==> config.mk <==
export PLATFORM = sky130hd
export DESIGN_NAME = ti_sbox_seq
export DESIGN_NICKNAME = d
export VERILOG_FILES = /design/src/rtl/ti_sbox_seq_pkg.sv /design/src/rtl/xorshift128.sv /design/src/rtl/ti_sbox_seq.sv
export SDC_FILE = /design/constraint.sdc
export NUM_CORES = 1
export LEC_CHECK = 0
export BUFFER_PORTS_ARGS = -buffer_cell sky130_fd_sc_hd__buf_2
export CORE_ASPECT_RATIO = 1.4
export CORE_MARGIN = 2
export CORE_UTILIZATION = 58
export CTS_CLUSTER_DIAMETER = 120
export DETAILED_ROUTE_END_ITERATION = 7
export GPL_TIMING_DRIVEN = 0
export PLACE_DENSITY = 0.78
export RECOVER_POWER = 50
export SKIP_CTS_REPAIR_TIMING = 1
export SLEW_MARGIN = 15
export SYNTH_ARGS = -nofsm -noshare
export SYNTH_HDL_FRONTEND = slang
export SYNTH_HIERARCHICAL = 1
export SYNTH_SLANG_ARGS = --single-unit
==> constraint.sdc <==
create_clock -name CLK -period 4.35 [get_ports CLK]
set_input_delay 1.0875 -clock CLK [delete_from_list [all_inputs] [get_ports CLK]]
set_output_delay 1.0875 -clock CLK [all_outputs]
set_load 0.02 [all_outputs]
==> src/rtl/ti_sbox_seq_pkg.sv <==
// Shared definitions for the masked S-box sequencer: FSM encoding, PRNG seed
// and xorshift shift amounts, plus a byte-lane helper (byte 0 = MS byte).
package ti_sbox_seq_pkg;

  typedef enum logic [1:0] {
    S_IDLE  = 2'd0,
    S_FEED  = 2'd1,
    S_DRAIN = 2'd2,
    S_DONE  = 2'd3
  } state_t;

  localparam logic [127:0] SEED_DEF = 128'h0123456789ABCDEFFEDCBA9876543210;

  localparam int unsigned XS_A = 11;
  localparam int unsigned XS_B = 19;
  localparam int unsigned XS_C = 8;

  function automatic logic [7:0] byte_of(logic [127:0] v, logic [3:0] i);
    return v[8*(15-int'(i)) +: 8];
  endfunction

endpackage

==> src/rtl/xorshift128.sv <==
// Free-running xorshift128 mask generator; state {x,y,z,w}, x in the MS word.
module xorshift128
  import ti_sbox_seq_pkg::*;
#(
  parameter logic [127:0] SEED = SEED_DEF
) (
  input  logic        CLK,
  input  logic        RSTn,
  output logic [31:0] rnd
);

  logic [31:0] x, y, z, w, t;

  assign t = x ^ (x << XS_A);

  always_ff @(posedge CLK or negedge RSTn) begin
    if (!RSTn) begin
      {x, y, z, w} <= SEED;
    end else begin
      x <= y;
      y <= z;
      z <= w;
      w <= w ^ (w >> XS_B) ^ t ^ (t >> XS_C);
    end
  end

  assign rnd = w;

endmodule

==> src/rtl/ti_sbox_seq.sv <==
// Sequences a 2-share 128-bit state byte-by-byte through an external masked
// S-box pipeline of fixed latency LAT and reassembles the result shares.
module ti_sbox_seq
  import ti_sbox_seq_pkg::*;
#(
  parameter int           LAT  = 3,
  parameter logic [127:0] SEED = SEED_DEF
) (
  input  logic         CLK,
  input  logic         RSTn,
  input  logic         start,
  input  logic [127:0] din0,
  input  logic [127:0] din1,
  output logic         busy,
  output logic         done,
  output logic [127:0] dout0,
  output logic [127:0] dout1,
  output logic         sb_ivld,
  output logic [7:0]   sb_in0,
  output logic [7:0]   sb_in1,
  output logic [31:0]  rnd,
  input  logic         sb_ovld,
  input  logic [7:0]   sb_out0,
  input  logic [7:0]   sb_out1
);

  if (LAT < 1 || LAT > 8) begin : g_lat_chk
    $error("ti_sbox_seq: LAT must be 1..8");
  end
  if (SEED == 128'd0) begin : g_seed_chk
    $error("ti_sbox_seq: SEED must be nonzero");
  end

  state_t       st, st_nx;
  logic [127:0] sh0, sh1, col0, col1;
  logic [3:0]   ic, cc;
  logic         acc_start, take, last_res;

  assign acc_start = (st == S_IDLE) && start;
  assign take      = sb_ovld && (st == S_FEED || st == S_DRAIN);
  assign last_res  = take && (cc == 4'd15);

  xorshift128 #(.SEED(SEED)) u_prng (
    .CLK  (CLK),
    .RSTn (RSTn),
    .rnd  (rnd)
  );

  always_ff @(posedge CLK or negedge RSTn) begin
    if (!RSTn) st <= S_IDLE;
    else       st <= st_nx;
  end

  // Results may complete while still issuing (short LAT), so FEED can exit to DONE.
  always_comb begin
    st_nx = st;
    unique case (st)
      S_IDLE:  if (start) st_nx = S_FEED;
      S_FEED:  if (last_res) st_nx = S_DONE;
               else if (ic == 4'd15) st_nx = S_DRAIN;
      S_DRAIN: if (last_res) st_nx = S_DONE;
      S_DONE:  st_nx = S_IDLE;
      default: st_nx = S_IDLE;
    endcase
  end

  always_comb begin
    busy = (st == S_FEED) || (st == S_DRAIN);
    done = (st == S_DONE);
  end

  // Issue side: byte 0 goes out straight from din so it lands the cycle after start.
  always_ff @(posedge CLK or negedge RSTn) begin
    if (!RSTn) begin
      sh0     <= '0;
      sh1     <= '0;
      ic      <= '0;
      sb_ivld <= 1'b0;
      sb_in0  <= '0;
      sb_in1  <= '0;
    end else if (acc_start) begin
      sh0     <= din0;
      sh1     <= din1;
      ic      <= '0;
      sb_ivld <= 1'b1;
      sb_in0  <= byte_of(din0, 4'd0);
      sb_in1  <= byte_of(din1, 4'd0);
    end else if (st == S_FEED) begin
      ic      <= ic + 4'd1;
      sb_ivld <= (ic != 4'd15);
      sb_in0  <= byte_of(sh0, ic + 4'd1);
      sb_in1  <= byte_of(sh1, ic + 4'd1);
    end else begin
      sb_ivld <= 1'b0;
    end
  end

  // Collect side: last byte bypasses the collect regs straight into dout.
  always_ff @(posedge CLK or negedge RSTn) begin
    if (!RSTn) begin
      col0  <= '0;
      col1  <= '0;
      cc    <= '0;
      dout0 <= '0;
      dout1 <= '0;
    end else begin
      if (acc_start) begin
        cc <= '0;
      end else if (take) begin
        col0[8*(15-int'(cc)) +: 8] <= sb_out0;
        col1[8*(15-int'(cc)) +: 8] <= sb_out1;
        cc <= cc + 4'd1;
      end
      if (last_res) begin
        dout0 <= {col0[127:8], sb_out0};
        dout1 <= {col1[127:8], sb_out1};
      end
    end
  end

endmodule
---- Word-level counts from Yosys, hierarchy flattened ----
Cells that the tools add are included.
operators by class
  add/subtract/negate cells ............... 5
  equality and inequality tests ........... 9
  shift-type cells ........................ 5
  muxes and demuxes ....................... 17
  bitwise logic cells ..................... 5
  reductions and logical operators ........ 9
operators by type and width
  operator                  count
  $bwmux 128                2
  $shiftx 128x8->8          2
  $shiftx 8x33->128         2
  $shift 8x33->128 const A  1
  $xor 32x32->32            2
  $neg 8->33                1
  $mux 8                    4
  $xor 32x13->32            1
  $xor 32x24->32            1
  $mux 4                    4
  $sub 4x4->5 const A       2
  $add 4x1->4 const B       2
  $eq 4x4->1 const B        2
  $mux 2                    4
  $pmux 2 s4                1
  $eq 2x2->1 const B        2
  $ne 2x2->1 const B        2
  $ne 4x4->1 const B        1
  $reduce_bool 2->1         2
  $logic_and 1x1->1         3
  $ne 3x3->1 const B        1
  $reduce_and 3->1          1
  $eq 2x1->1 const B        1
  $logic_not 2->1           1
  other kinds (4)           5
storage, ports and cells
  register bits ........................... 923
  input port bits ......................... 276
  output and inout bits ................... 307

---- Longest topological paths before layout ----
Gate-level depths: netlist of run 1.
  depth in word-level cells ............... 6
  mapped depth ............................ 11
  gate-level depth less buffers ........... 6

---- Cells and area by module ----
The synthesis of run 1 kept the hierarchy.
by module, submodules not included
  module       instances  cells each  area each (um^2)  seq. area each (um^2)
  ti_sbox_seq  1          2739        32551.2           19493.7
  xorshift128  1          200         4211.5            3283.1

---- Worst setup path before layout of run 1 ----
No wires, ideal clock.
  path type ............................... input to register
  start ................................... input port sb_ovld
  end ..................................... register col0[80]
  setup time .............................. 0.125 ns
  arrival time ............................ 2.265 ns
  data required time ...................... 4.225 ns
  path slack .............................. 1.960 ns
  stages .................................. 7
  path buffers ............................ 3
  cell sequence ........................... and3b_1 > and3_1 > buf_6 > buf_12 > nand3_4 > buf_6 > mux2_4
between the ends
  longest elaborated chain between the ends .. 2
ends and longest elaborated chain
  element                         line                RTL
  start: declaration              ti_sbox_seq.sv:22   input logic sb_ovld,
  $logic_and 1x1->1               ti_sbox_seq.sv:40   assign take = sb_ovld && (st == S_FEED || st == S_DRAIN);
  $reduce_and 2->1 (no line)      n/a
  end signal: indexed assignment  ti_sbox_seq.sv:110  col0[8*(15-int'(cc)) +: 8] <= sb_out0;
  end: declaration                ti_sbox_seq.sv:35   logic [127:0] sh0, sh1, col0, col1;
No other way between the ends.
A chain may end at the register's enable or synchronous reset.

---- Final worst setup path of run 1 ----
  start ................................... register st[0]
  end ..................................... register sh0[3]
between the ends
  longest elaborated chain between the ends .. 2
ends and longest elaborated chain
  element                   line               RTL
  start: declaration        ti_sbox_seq.sv:34  state_t st, st_nx;
  start signal: assignment  ti_sbox_seq.sv:51  else st <= st_nx;
  $logic_not 2->1           ti_sbox_seq.sv:39  assign acc_start = (st == S_IDLE) && start;
  $logic_and 1x1->1         ti_sbox_seq.sv:39
  end signal: assignment    ti_sbox_seq.sv:82  sh0 <= din0;
  end: declaration          ti_sbox_seq.sv:35
No other way between the ends.

==> flow_results.org, run 1 <==
** Power
- P_leak :: 22.38 nW
- Maximum VDD drop :: 0.5047 mV
- Power per Cell Area :: 650.5 mW/mm²
- Overall Power :: 28.14 mW

** Place
- Once detailed placement completed, the half-perimeter wirelength came to 76990 µm.
- Placed standard-cell area :: 0.04086 mm²
- Port buffering added 574 buffers.
- Minimum setup slack after placement :: 0.9957 ns
- At the end of routability-driven placement, the weighted congestion stood at 0.9521.

** Timing
- Headroom to the max-slew limit :: -33.82%
- In the post-route analysis, the smallest setup slack over all paths is 0.9931 ns.
- The worst path in the final design needs a cycle of 3.357 ns, including I/O delays and setup.
- Minimum hold slack :: 0.3445 ns
- The final-report hold violation count is 0.
- After layout, the worst path uses 77.17% of the clock period.
- Final-layout setup total negative slack :: 0 ns
- Unrepaired setup endpoints after global routing :: no
- For the pin with the worst max-slew slack, the measured transition is 2.007 ns.
- Setup-violating endpoint count in the final report :: 0
- The final count of pins violating max slew was 293.
- Setup Skew :: 0.01739 ns
- Top achievable clock speed :: 0.2979 GHz

** Yosys
- Summing the sequential cell areas from Yosys gives 61.96% of the chip area.
- Number of different library cells in the post-synthesis netlist :: 49
- Counting flops with a built-in enable in the synthesized netlist gives 0.
- Post-synth net total :: 3223
- Count of state elements after synthesis :: 907
- Post-synthesis average cell area :: 12.51 µm²
- Share of synthesized flip-flops with an asynchronous set or reset :: 100.0%
- In the synthesized netlist the dominant register cell turns out to be dfrtp_1.
- After technology mapping, the gate count stands at 2939.
- The cell area that synthesis handed to floorplanning was 0.03676 mm².
- During synthesis, Yosys emitted a total of 6 warnings.

** CTS
- Clock tree root driver cell :: clkbuf_16
- Worst-path clk slew :: 0.07 ns
- Counting every sink on the clock net gives 907.
- CTS H-tree lvls :: 3
- For the worst-skew pair, the clock arrives at the later sink with an insertion delay of 0.65 ns.
- TritonCTS clock tree :: done
- Buffer depth of the longest clock path :: 3
- Number of buffers created by CTS :: 85

** Setup path
- STA puts the critical path data required time at 4.94 ns.
- STA classifies the critical path startpoint as a flop.
- Crit Path Category :: reg -> reg
- Most frequent CP cell :: clkbuf_1
- Nature of the critical path endpoint :: flop
- Of all nets on the critical path, the largest fanout is 10.
- Cell-by-cell listing of the critical path :: inv_1, ha_1, and2_1, clkbuf_1, clkbuf_1, clkbuf_1, buf_2, nand2_1, nand2_1
- On the worst path, the slowest cell contributes a delay of 0.59 ns.
- Data on the critical path arrives at its endpoint at 3.95 ns.
- Cell with the biggest individual delay on the critical path :: clkbuf_1

** Cells and area
- Final net count :: 3890
- The layout has 4695 filler cells.
- Area growth, synth to finish :: 17.68%
- The post-route netlist has 27.91% of its cells at a drive strength greater than 1.
- In the layout the commonest cells are dfrtp_1, nand2_1, clkbuf_1.
- Leading cell type in the layout, fill and taps excluded :: dfrtp_1
- The finished cells cover 0.04326 mm².

** Floorplan
- Effective utilization at floorplan :: 58.47%
- Site row count :: 109
- During I/O placement, the number of pins put on the boundary was 583.
- After floorplanning, the core was sized to cover 0.06287 mm².
- Width of the die :: 216.8 µm
- Total die area :: 0.06544 mm²
- From bottom edge to top edge, the die measures 301.9 µm.

** Detailed routing
- The pre-antenna-repair detailed-routing pass consisted of 5 iterations.
- Post-detailed-route count of antenna-violating nets :: 0
- DRC :: 0
- Initial drt markers :: 2092
- Via/cell ratio :: 5.652
- WL final :: 106500 µm
- In the final routed layout, each cell accounts on average for 23.56 µm.
- Detailed routing inserted a total of 25550 vias.

** Status
- The final reports fail on max-capacitance violations, max-slew violations.
- Outcome :: complete, but fails checks

** Global routing
- Number of antenna violations at the first check in global routing :: 23
- After global routing the overflow that remains totals 0.
- The via count of the first global-routing pass came to 26120.
- First-pass GRT wire length :: 159500 µm
- Global routing consumed, over all layers together, 32.86% of the routing resources.
- Entering global routing, the biggest net connects 155 pins.

** Flow run
- Max-capacitance violation count :: 2

** Min path
- The min-delay analysis places its worst path in the category reg -> reg.
==> report_power, final <==
| part | internal (mW) | switching (mW) |
|---|---|---|
| sequential | 10.6 | 1.32 |
| combinational | 3.33 | 5.29 |
| clock | 4.30 | 3.26 |
| total | 18.3 | 9.87 |
==> area by class of cell <==
type | count | area, µm² | area share, %
clock inverters | 34 | 391.6 | 0.9052
multi-input cells | 1774 | 12770 | 29.52
well taps | 832 | 1041 | 2.406
repair buffers | 580 | 2649 | 6.122
flip-flops and latches | 907 | 22780 | 52.65
clock buffers | 120 | 2411 | 5.573
plain buffers | 191 | 933.4 | 2.157
inverters | 67 | 251.5 | 0.5813
diodes | 15 | 37.54 | 0.08676
==> per-stage QoR <==
stage | std cells | util (%)
detailed placement | 4351 | 64.98
global route | 4508 | 68.77
global placement | 4345 | 64.70
floorplan | 2939 | -
CTS | 4505 | 69.44
finish | 4520 | 68.81
==> flip-flops by register name (all words and copies together), names as in the netlist <==
signal and count:
dout0 128, dout1 128, sh0 128, sh1 128
col0 120, col1 120, u_prng/rnd 32, u_prng/x 32
u_prng/y 32, u_prng/z 32, sb_in0 8, sb_in1 8
cc 4, ic 4, st 2, sb_ivld 1
==> worst max-delay path, delay by kind of cell, from the launching register on <==
family,cells,cell delay [ns]
buffers and inverters,5,2.16
adder cells (fa/ha/maj),1,0.27
AND/OR/NAND/NOR,3,0.46
flip-flops,1,0.40
==> layer usage <==
metal | part of all wire [%] | vias to the layer above | track usage [%]
li1 | - | 11240 | -
met1 | 35 | 12890 | 38.06
met2 | 51 | 1081 | 56.77
met3 | 7.8 | 318 | 7.612
met4 | 5.9 | 20 | 18.07
met5 | 0.12 | - | 0
==> synthesized netlist by cell type, drive strengths merged, types with 2 or more instances <==
cell    count  area, µm²
a21o       61      457.9
a21oi       5      25.02
a22oi      30      225.2
a31oi      15      93.84
a32oi       2      17.52
and2       51      319.1
and3       32      200.2
and3b       3      26.28
and4       17      148.9
buf       117      661.9
clkbuf     74      282.8
dfrtp     843      21100
dfstp      64       1682
ha          8      100.1
inv        67      251.5
mux2      375       4309
mux2i      16      160.2
mux4       63       1419
nand2     799       2999
nand3      18      170.2
nand4      67      419.2
nor2       10      40.04
nor2b       2      12.51
nor3       42      210.2
nor3b       4      35.03
o21a        2      15.01
o21ai      65      325.3
xnor2      36      322.8
xnor3      20      450.4
xor2       23      201.4
==> logic make-up (layout without fill, tap and decap cells) <==
group                    count (synthesis)  in the layout  synth area share [%]
AO/OA/AOI/OAI                          185            185                 3.284
AND/OR/NAND/NOR                       1047           1047                 12.50
buffers and inverters                  258            992                 3.254
adder cells (fa/ha/maj)                  8              8                0.2723
other                                    0             15                     0
multiplexers                           454            454                 16.02
flip-flops                             907            907                 61.96
XOR/XNOR                                80             80                 2.716
==> final timing paths <==
path                               from            to  slack (ns)  cells after the start
hold reg to reg            u_prng/z[17]  u_prng/y[17]        0.34                      0
setup reg to reg                  st[0]        sh0[3]        0.99                      9
hold / removal             u_prng/z[17]  u_prng/y[17]        0.34                      0
max in group asynchronous          RSTn       sh0[24]        1.15                      3
setup / recovery                  st[0]        sh0[3]        0.99                      9
min in group asynchronous          RSTn    dout1[117]        0.39                      1
No activity file was read; power rests on OpenSTA's default activity.
==> run 2, diff against run 1 <==
--- a/config.mk
+++ b/config.mk
@@ -8,11 +8,11 @@
 export BUFFER_PORTS_ARGS = -buffer_cell sky130_fd_sc_hd__buf_2
 export CORE_ASPECT_RATIO = 1.4
 export CORE_MARGIN = 2
-export CORE_UTILIZATION = 58
+export CORE_UTILIZATION = 57
 export CTS_CLUSTER_DIAMETER = 120
 export DETAILED_ROUTE_END_ITERATION = 7
 export GPL_TIMING_DRIVEN = 0
-export PLACE_DENSITY = 0.78
+export PLACE_DENSITY = 0.77
 export RECOVER_POWER = 50
 export SKIP_CTS_REPAIR_TIMING = 1
 export SLEW_MARGIN = 15
==> constraint.sdc (replaced) <==
create_clock -name CLK -period 3.4 [get_ports CLK]
set_input_delay 0.85 -clock CLK [delete_from_list [all_inputs] [get_ports CLK]]
set_output_delay 0.85 -clock CLK [all_outputs]
set_load 0.02 [all_outputs]
==> run 2 against run 1 <==
- the flow still finishes with violations (max-capacitance violations, max-slew violations)
- hold slack worse by 0.0059 ns
- first-iteration DRC count down 6.2%
- clock power up 31%
- final area up 0.51%
- die area up 1.7%
- global-route usage down 0.27 points
- critical endpoint is now dout0[119]
- largest cell class unchanged
==> flow_results.org, run 2 (synthesis gave the netlist of run 1 again) <==
** Status
- The run finished, with violations left.
- The final reports fail on max-capacitance violations, max-slew violations.

** Setup path
- Crit Path Category :: reg -> reg
- STA classifies the critical path endpoint as a flop.
- Worst reg2reg endpoint :: dout0[119]
- Data required, critical path :: 3.93 ns
- Crit path arrival time :: 3.74 ns
- Setup slack on the worst reg-to-reg path comes out at 0.19 ns.
- The number of cells on the worst reg-to-reg path is 7.
- STA classifies the critical path startpoint as a flop.
- In this run the critical register-to-register path is launched from st[1].
- Critical-path maximum fanout :: 10

** Min path
- Hold Path Class :: reg -> reg
- Hold path startpoint :: u_prng/y[28]
- Endpoint, Worst Hold :: u_prng/x[28]
- The worst hold path passes through 0 cells.

** CTS
- The clock net in this run drives a total of 907 sinks.
- Number of buffers created by CTS :: 85
- TritonCTS clock tree :: done
- CTS H-tree lvls :: 3
- Clock latency of the later-clocked register in the worst-skew pair :: 0.66 ns
- Buffer depth of the longest clock path :: 3
- After clock tree synthesis, the clock-pin slew on the worst setup and hold paths is 0.06 ns.
- Clock tree root driver cell :: clkbuf_16

** Cells and area
- Most used cells in the layout excluding fill and tap cells :: dfrtp_1, nand2_1, buf_2
- Area growth, synth to finish :: 18.28%
- Cells fill 67.94% of the core in the end.
- Fraction of layout instances using a drive strength above 1 :: 29.82%
- The final layout contains 3890 nets.
- With fillers left out, the area of the finished cells amounts to 0.04348 mm².
- The layout has 4799 filler cells.
- Leaving out fill and tap cells, the most frequent cell in the layout is dfrtp_1.

** Timing
- For the pin with the worst max-slew slack, the measured transition is 1.972 ns.
- Final-layout setup total negative slack :: 0 ns
- Minimum clock period :: 3.211 ns
- Clock skew on the completed layout was measured at 0.01735 ns.
- Slew Viols, Final :: 138
- Setup violations remaining at the end of the flow were counted as 0.
- Final period utilization :: 94.44%
- The final-report hold violation count was 0.
- Hold is met by 0.3386 ns.
- Top achievable clock speed :: 0.3114 GHz
- Unrepaired setup endpoints after global routing :: no
- Headroom to the max-slew limit :: -31.46%

** Place
- Number of port buffers :: 574
- Placed standard-cell area :: 0.04087 mm²
- Detailed placement ended at an HPWL of 78920 µm.
- At the end of routability-driven placement, the weighted congestion stood at 0.9059.

** Power
- Across the VDD grid, the largest voltage drop is 0.5538 mV.
- For this design the static power due to leakage is 22.71 nW.
- In this run the power density over the cells is 833.7 mW/mm².

** Detailed routing
- After detailed routing, the number of remaining DRC violations is 0.
- WL final :: 107500 µm
- Initial drt markers :: 1962
- Number of detailed-routing iterations run before antenna repair :: 6
- Via/cell ratio :: 5.674
- Drt wl/cell :: 23.72 µm
- Post-detailed-route count of antenna-violating nets :: 0
- Summing over every cut layer, the via total after detailed routing is 25720.

** Floorplan
- Total die area :: 0.06657 mm²
- Vertical extent of the die :: 304.5 µm
- After floorplanning, the core was sized to cover 0.06400 mm².
- Number of top-level pins :: 583
- Width of the die :: 218.6 µm
- Site row count :: 110
- The initial utilization of the core area, before any placement, comes to 57.44%.

** Global routing
- After global routing the overflow that remains totals 0.
- The first global-routing pass estimated 161200 µm of wire.
- Number of antenna violations at the first check in global routing :: 35
- For this run, the total global-route usage over all layers was measured as 32.59%.
- Entering global routing, the biggest net connects 160 pins.
- The via count of the first global-routing pass came to 26810.

** Flow run
- Max-capacitance violation count :: 1
-- run 2: cell types whose count changed in the layout (fill, tap and decap cells not counted), sizes merged --
cell	delta
buf	+65
clkbuf	-59
diode	+6
clkinv	-5
clkinvlp	-3
inv	+2
bufinv	-1
-- run 2: worst max path at each step --
| stage | startpoint | end | slack (ns) |
|---|---|---|---|
| after floorplan | st[0] | col0[80] | 1.14 |
| after global placement | RSTn | sh1[43] | -17.52 |
| after detailed placement | st[1] | dout0[125] | 0.19 |
| after CTS | st[1] | dout0[119] | 0.16 |
| after global routing | RSTn | sh0[66] | 0.04 |
| final | st[1] | dout0[119] | 0.19 |
-- run 2: critical path: stages (launching register included) --
cell and delay (ns):
dfrtp_1 0.42, inv_1 0.10, ha_1 0.52, nand2_1 0.20, nor2_2 0.50, buf_2 0.48
buf_2 0.46, mux2_2 0.39
-- run 2: cell type report --
cell class              count  area (µm²)  share of cell area, %
flip-flops and latches    907       22780                  52.38
multi-input cells        1774       12780                  29.40
repair buffers            580        2728                  6.273
clock buffers             126        2576                  5.925
well taps                 840        1051                  2.417
plain buffers             191       944.7                  2.172
clock inverters            27       320.3                 0.7366
inverters                  67       251.5                 0.5784
diodes                     21       52.55                 0.1209
-- run 2: stage by stage --
stage	total power [mW]	cells	setup WS [ns]
after floorplan	22.26	2939	1.144
after global placement	26.01	4353	-17.52
after detailed placement	26.40	4359	0.1865
after CTS	36.37	4512	0.1627
after global routing	37.92	4522	0.03504
final	36.25	4533	0.1889
-- run 2: layer usage --
layer  vias up  global-route usage (%)  wire, µm
li1      11250                       -         -
met1     13050                   37.17     37580
met2      1107                   56.61     55410
met3       283                   8.014      8881
met4        30                   16.50      5455
met5         -                       0       200
-- run 2: power by group --
part	total [mW]	internal, mW	switching [mW]
clock network	9.91	5.72	4.19
logic	11.0	4.30	6.72
registers	15.3	13.6	1.69
total	36.2	23.6	12.6
==> run 3, diff against run 2 <==
--- a/config.mk
+++ b/config.mk
@@ -8,11 +8,11 @@
 export BUFFER_PORTS_ARGS = -buffer_cell sky130_fd_sc_hd__buf_2
 export CORE_ASPECT_RATIO = 1.4
 export CORE_MARGIN = 2
-export CORE_UTILIZATION = 57
+export CORE_UTILIZATION = 25
 export CTS_CLUSTER_DIAMETER = 120
 export DETAILED_ROUTE_END_ITERATION = 7
 export GPL_TIMING_DRIVEN = 0
-export PLACE_DENSITY = 0.77
+export PLACE_DENSITY = 0.39
 export RECOVER_POWER = 50
 export SKIP_CTS_REPAIR_TIMING = 1
 export SLEW_MARGIN = 15
==> constraint.sdc (replaced) <==
create_clock -name CLK -period 3.4 [get_ports CLK]
set_input_delay 0.34 -clock CLK [delete_from_list [all_inputs] [get_ports CLK]]
set_output_delay 0.34 -clock CLK [all_outputs]
set_load 0.02 [all_outputs]
==> run 3 against run 2 <==
- the run still ends with max-capacitance violations, max-slew violations left
- clock power grew 17%
- core utilization shrank 35 points
- critical path depth is the same
- sequential cell count is the same
- largest cell class unchanged
- global-route usage shrank 15 points
- die area grew 130%
- count of clock-buffer cells in the layout grew 23
- hold slack lost 0.33 ns
- setup slack gained 0.089 ns
- first-iteration DRC count shrank 34%
- combinational power grew 7%
- largest power group unchanged
==> flow_results.org, run 3 (synthesis gave the netlist of run 1 again) <==
** Status
- Outcome :: complete, but fails checks
- Failing checks :: max-capacitance violations, max-slew violations

** Global routing
- The via count of the first global-routing pass was 26530.
- First-pass GRT wire length :: 189900 µm
- After global routing the overflow that remains totals 0.
- Global-route total usage across every layer :: 17.42%
- Number of antenna violations at the first check in global routing :: 22
- Largest net degree at the start of global routing :: 133

** Timing
- Setup-violating endpoint count in the final report :: 0
- Slew Viols, Final :: 125
- The clock arrives with 0.02900 ns of skew.
- Final-layout setup total negative slack :: 0 ns
- After layout, the worst setup slack is 0.2777 ns.
- The final-report hold violation count is 0.
- Headroom to the max-slew limit :: -30.03%
- Setup repair after global routing left no endpoint under its margin.
- Final period utilization :: 91.83%
- Transition time at the pin with the least slew margin :: 1.950 ns
- For this run, the top clock speed supported by timing is 0.3203 GHz.
- Subtracting the final worst setup slack from the clock period gives 3.122 ns.

** Place
- The congestion estimate from routability-driven global placement came to 0.7737.
- Before CTS, the worst setup slack after placement is -0.01165 ns.
- The HPWL after detailed placement is 97470 µm.
- Once placement completed, the tool counted placed cells totaling 5452.
- In this run the tool buffered the top-level ports with 574 buffer cells.

** Floorplan
- Width of the die :: 328.1 µm
- Row generation in the floorplan step produced 166 rows.
- For this configuration, the core starts out at a cell density of 25.18%.
- Total die area :: 0.1502 mm²
- Vertical extent of the die :: 457.7 µm
- In this run the count of I/O pins placed on the die edge is 583.
- Placeable Area :: 0.1460 mm²

** Setup path
- Crit path arrival time :: 3.71 ns
- Along the worst path, the maximum fanout reaches 10.
- Type of element launching the critical path :: flop
- At the worst endpoint, the required time is 3.99 ns.
- The worst setup path is of the reg -> reg kind.
- Worst-case reg-to-reg path depth :: 7
- STA classifies the critical path endpoint as a flop.

** Detailed routing
- The final layout contains routed wiring with a total length of 132900 µm.
- Via/cell ratio :: 4.358
- The first detailed-routing pass took 5 iterations.
- Via count :: 25770
- DRC :: 0
- In this run the remaining antenna-violating nets after routing total 0.
- In the final routed layout, each cell accounts on average for 22.48 µm.
- After the first detailed-routing iteration, the DRC count stood at 1301.

** CTS
- Clock latency of the later-clocked register in the worst-skew pair :: 0.71 ns
- Clock tree root driver cell :: clkbuf_16
- TritonCTS built the clock tree.
- The clock tree synthesis step divided the H-tree into 3 levels.
- Buffer depth of the longest clock path :: 3
- Sinks on the clock net :: 907
- Counting the buffers created by CTS gives 100.
- Worst-path clk slew :: 0.06 ns

** Min path
- Hold Path Class :: in -> reg
- Counting instances, the worst hold path has a depth of 3.

** Power
- For this design the static power due to leakage is 23.77 nW.
- Overall Power :: 38.53 mW
- Power per Cell Area :: 803.1 mW/mm²
- Maximum VDD drop :: 0.3966 mV

** Flow run
- Max-capacitance violation count :: 1

** Cells and area
- Post-route non-filler standard cell count :: 5913
- Leaving out fill and tap cells, the most frequent cell in the layout is dfrtp_1.
- The area growth from synthesis to layout is 30.49%.
- Most used cells in the layout excluding fill and tap cells :: dfrtp_1, nand2_1, clkbuf_1
- The net count of the finished layout is 4165.
- The post-route netlist has 26.53% of its cells at a drive strength greater than 1.
run 3: changes by cell type in the layout (fill, tap and decap cells not counted), sizes merged:
cell / delta
buf: -74
bufinv: +2
clkbuf: +98
clkinv: +9
clkinvlp: +3
diode: -6
dlygate4sd3: +259
inv: -3
run 3: cell type report:
type / count / area, µm²
fill: 15000 / 98040
sequential: 907 / 22780
inverter: 67 / 251.5
antenna: 15 / 37.54
buffer: 191 / 944.7
multi-input combinational: 1774 / 12790
tap: 1932 / 2417
clock buffer: 149 / 2998
timing repair buffer: 840 / 5263
clock inverter: 38 / 498.0
run 3: where the power goes:
group	total, mW	switching [mW]	leakage (nW)	internal, mW
Sequential	15.2	1.57	11.7	13.6
Combinational	11.8	7.31	10.4	4.47
Clock	11.6	4.82	1.71	6.74
run 3: worst max-delay path, cell delays in order, from the launching register on:
cell and delay [ns]:
dfrtp_1 0.42, inv_1 0.10, ha_1 0.45, nand2_1 0.21
nor2_4 0.41, buf_2 0.43, buf_2 0.55, mux2_2 0.40
run 3: layer usage:
metal | routed length [µm] | up-vias | global-route usage [%]
met5 | 45 | - | 0
met4 | 4037 | 8 | 6.112
met3 | 8480 | 165 | 5.075
met2 | 65670 | 734 | 29.64
met1 | 54680 | 13040 | 20.81
li1 | - | 11820 | -
run 3: metrics by stage:
stage	util [%]	area [µm²]	hold slack, ns
CTS	31.34	45760	-0.4936
detailed placement	28.94	42260	0.3049
finish	32.86	47970	0.007035
floorplan	-	36760	0.04441
global route	32.85	47970	0.004883
global placement	28.80	42050	0.3327
run 3: final timing paths:
check / start / to / slack [ns]
setup / recovery: st[1] / dout0[124] / 0.28
min in group asynchronous: RSTn / dout1[116] / 0.15
setup reg to reg: st[1] / dout0[124] / 0.28
hold reg to reg: u_prng/y[29] / u_prng/x[29] / 0.33
hold / removal: sb_out1[6] / col1[78] / 0.007
max in group asynchronous: RSTn / u_prng/rnd[10] / 0.49
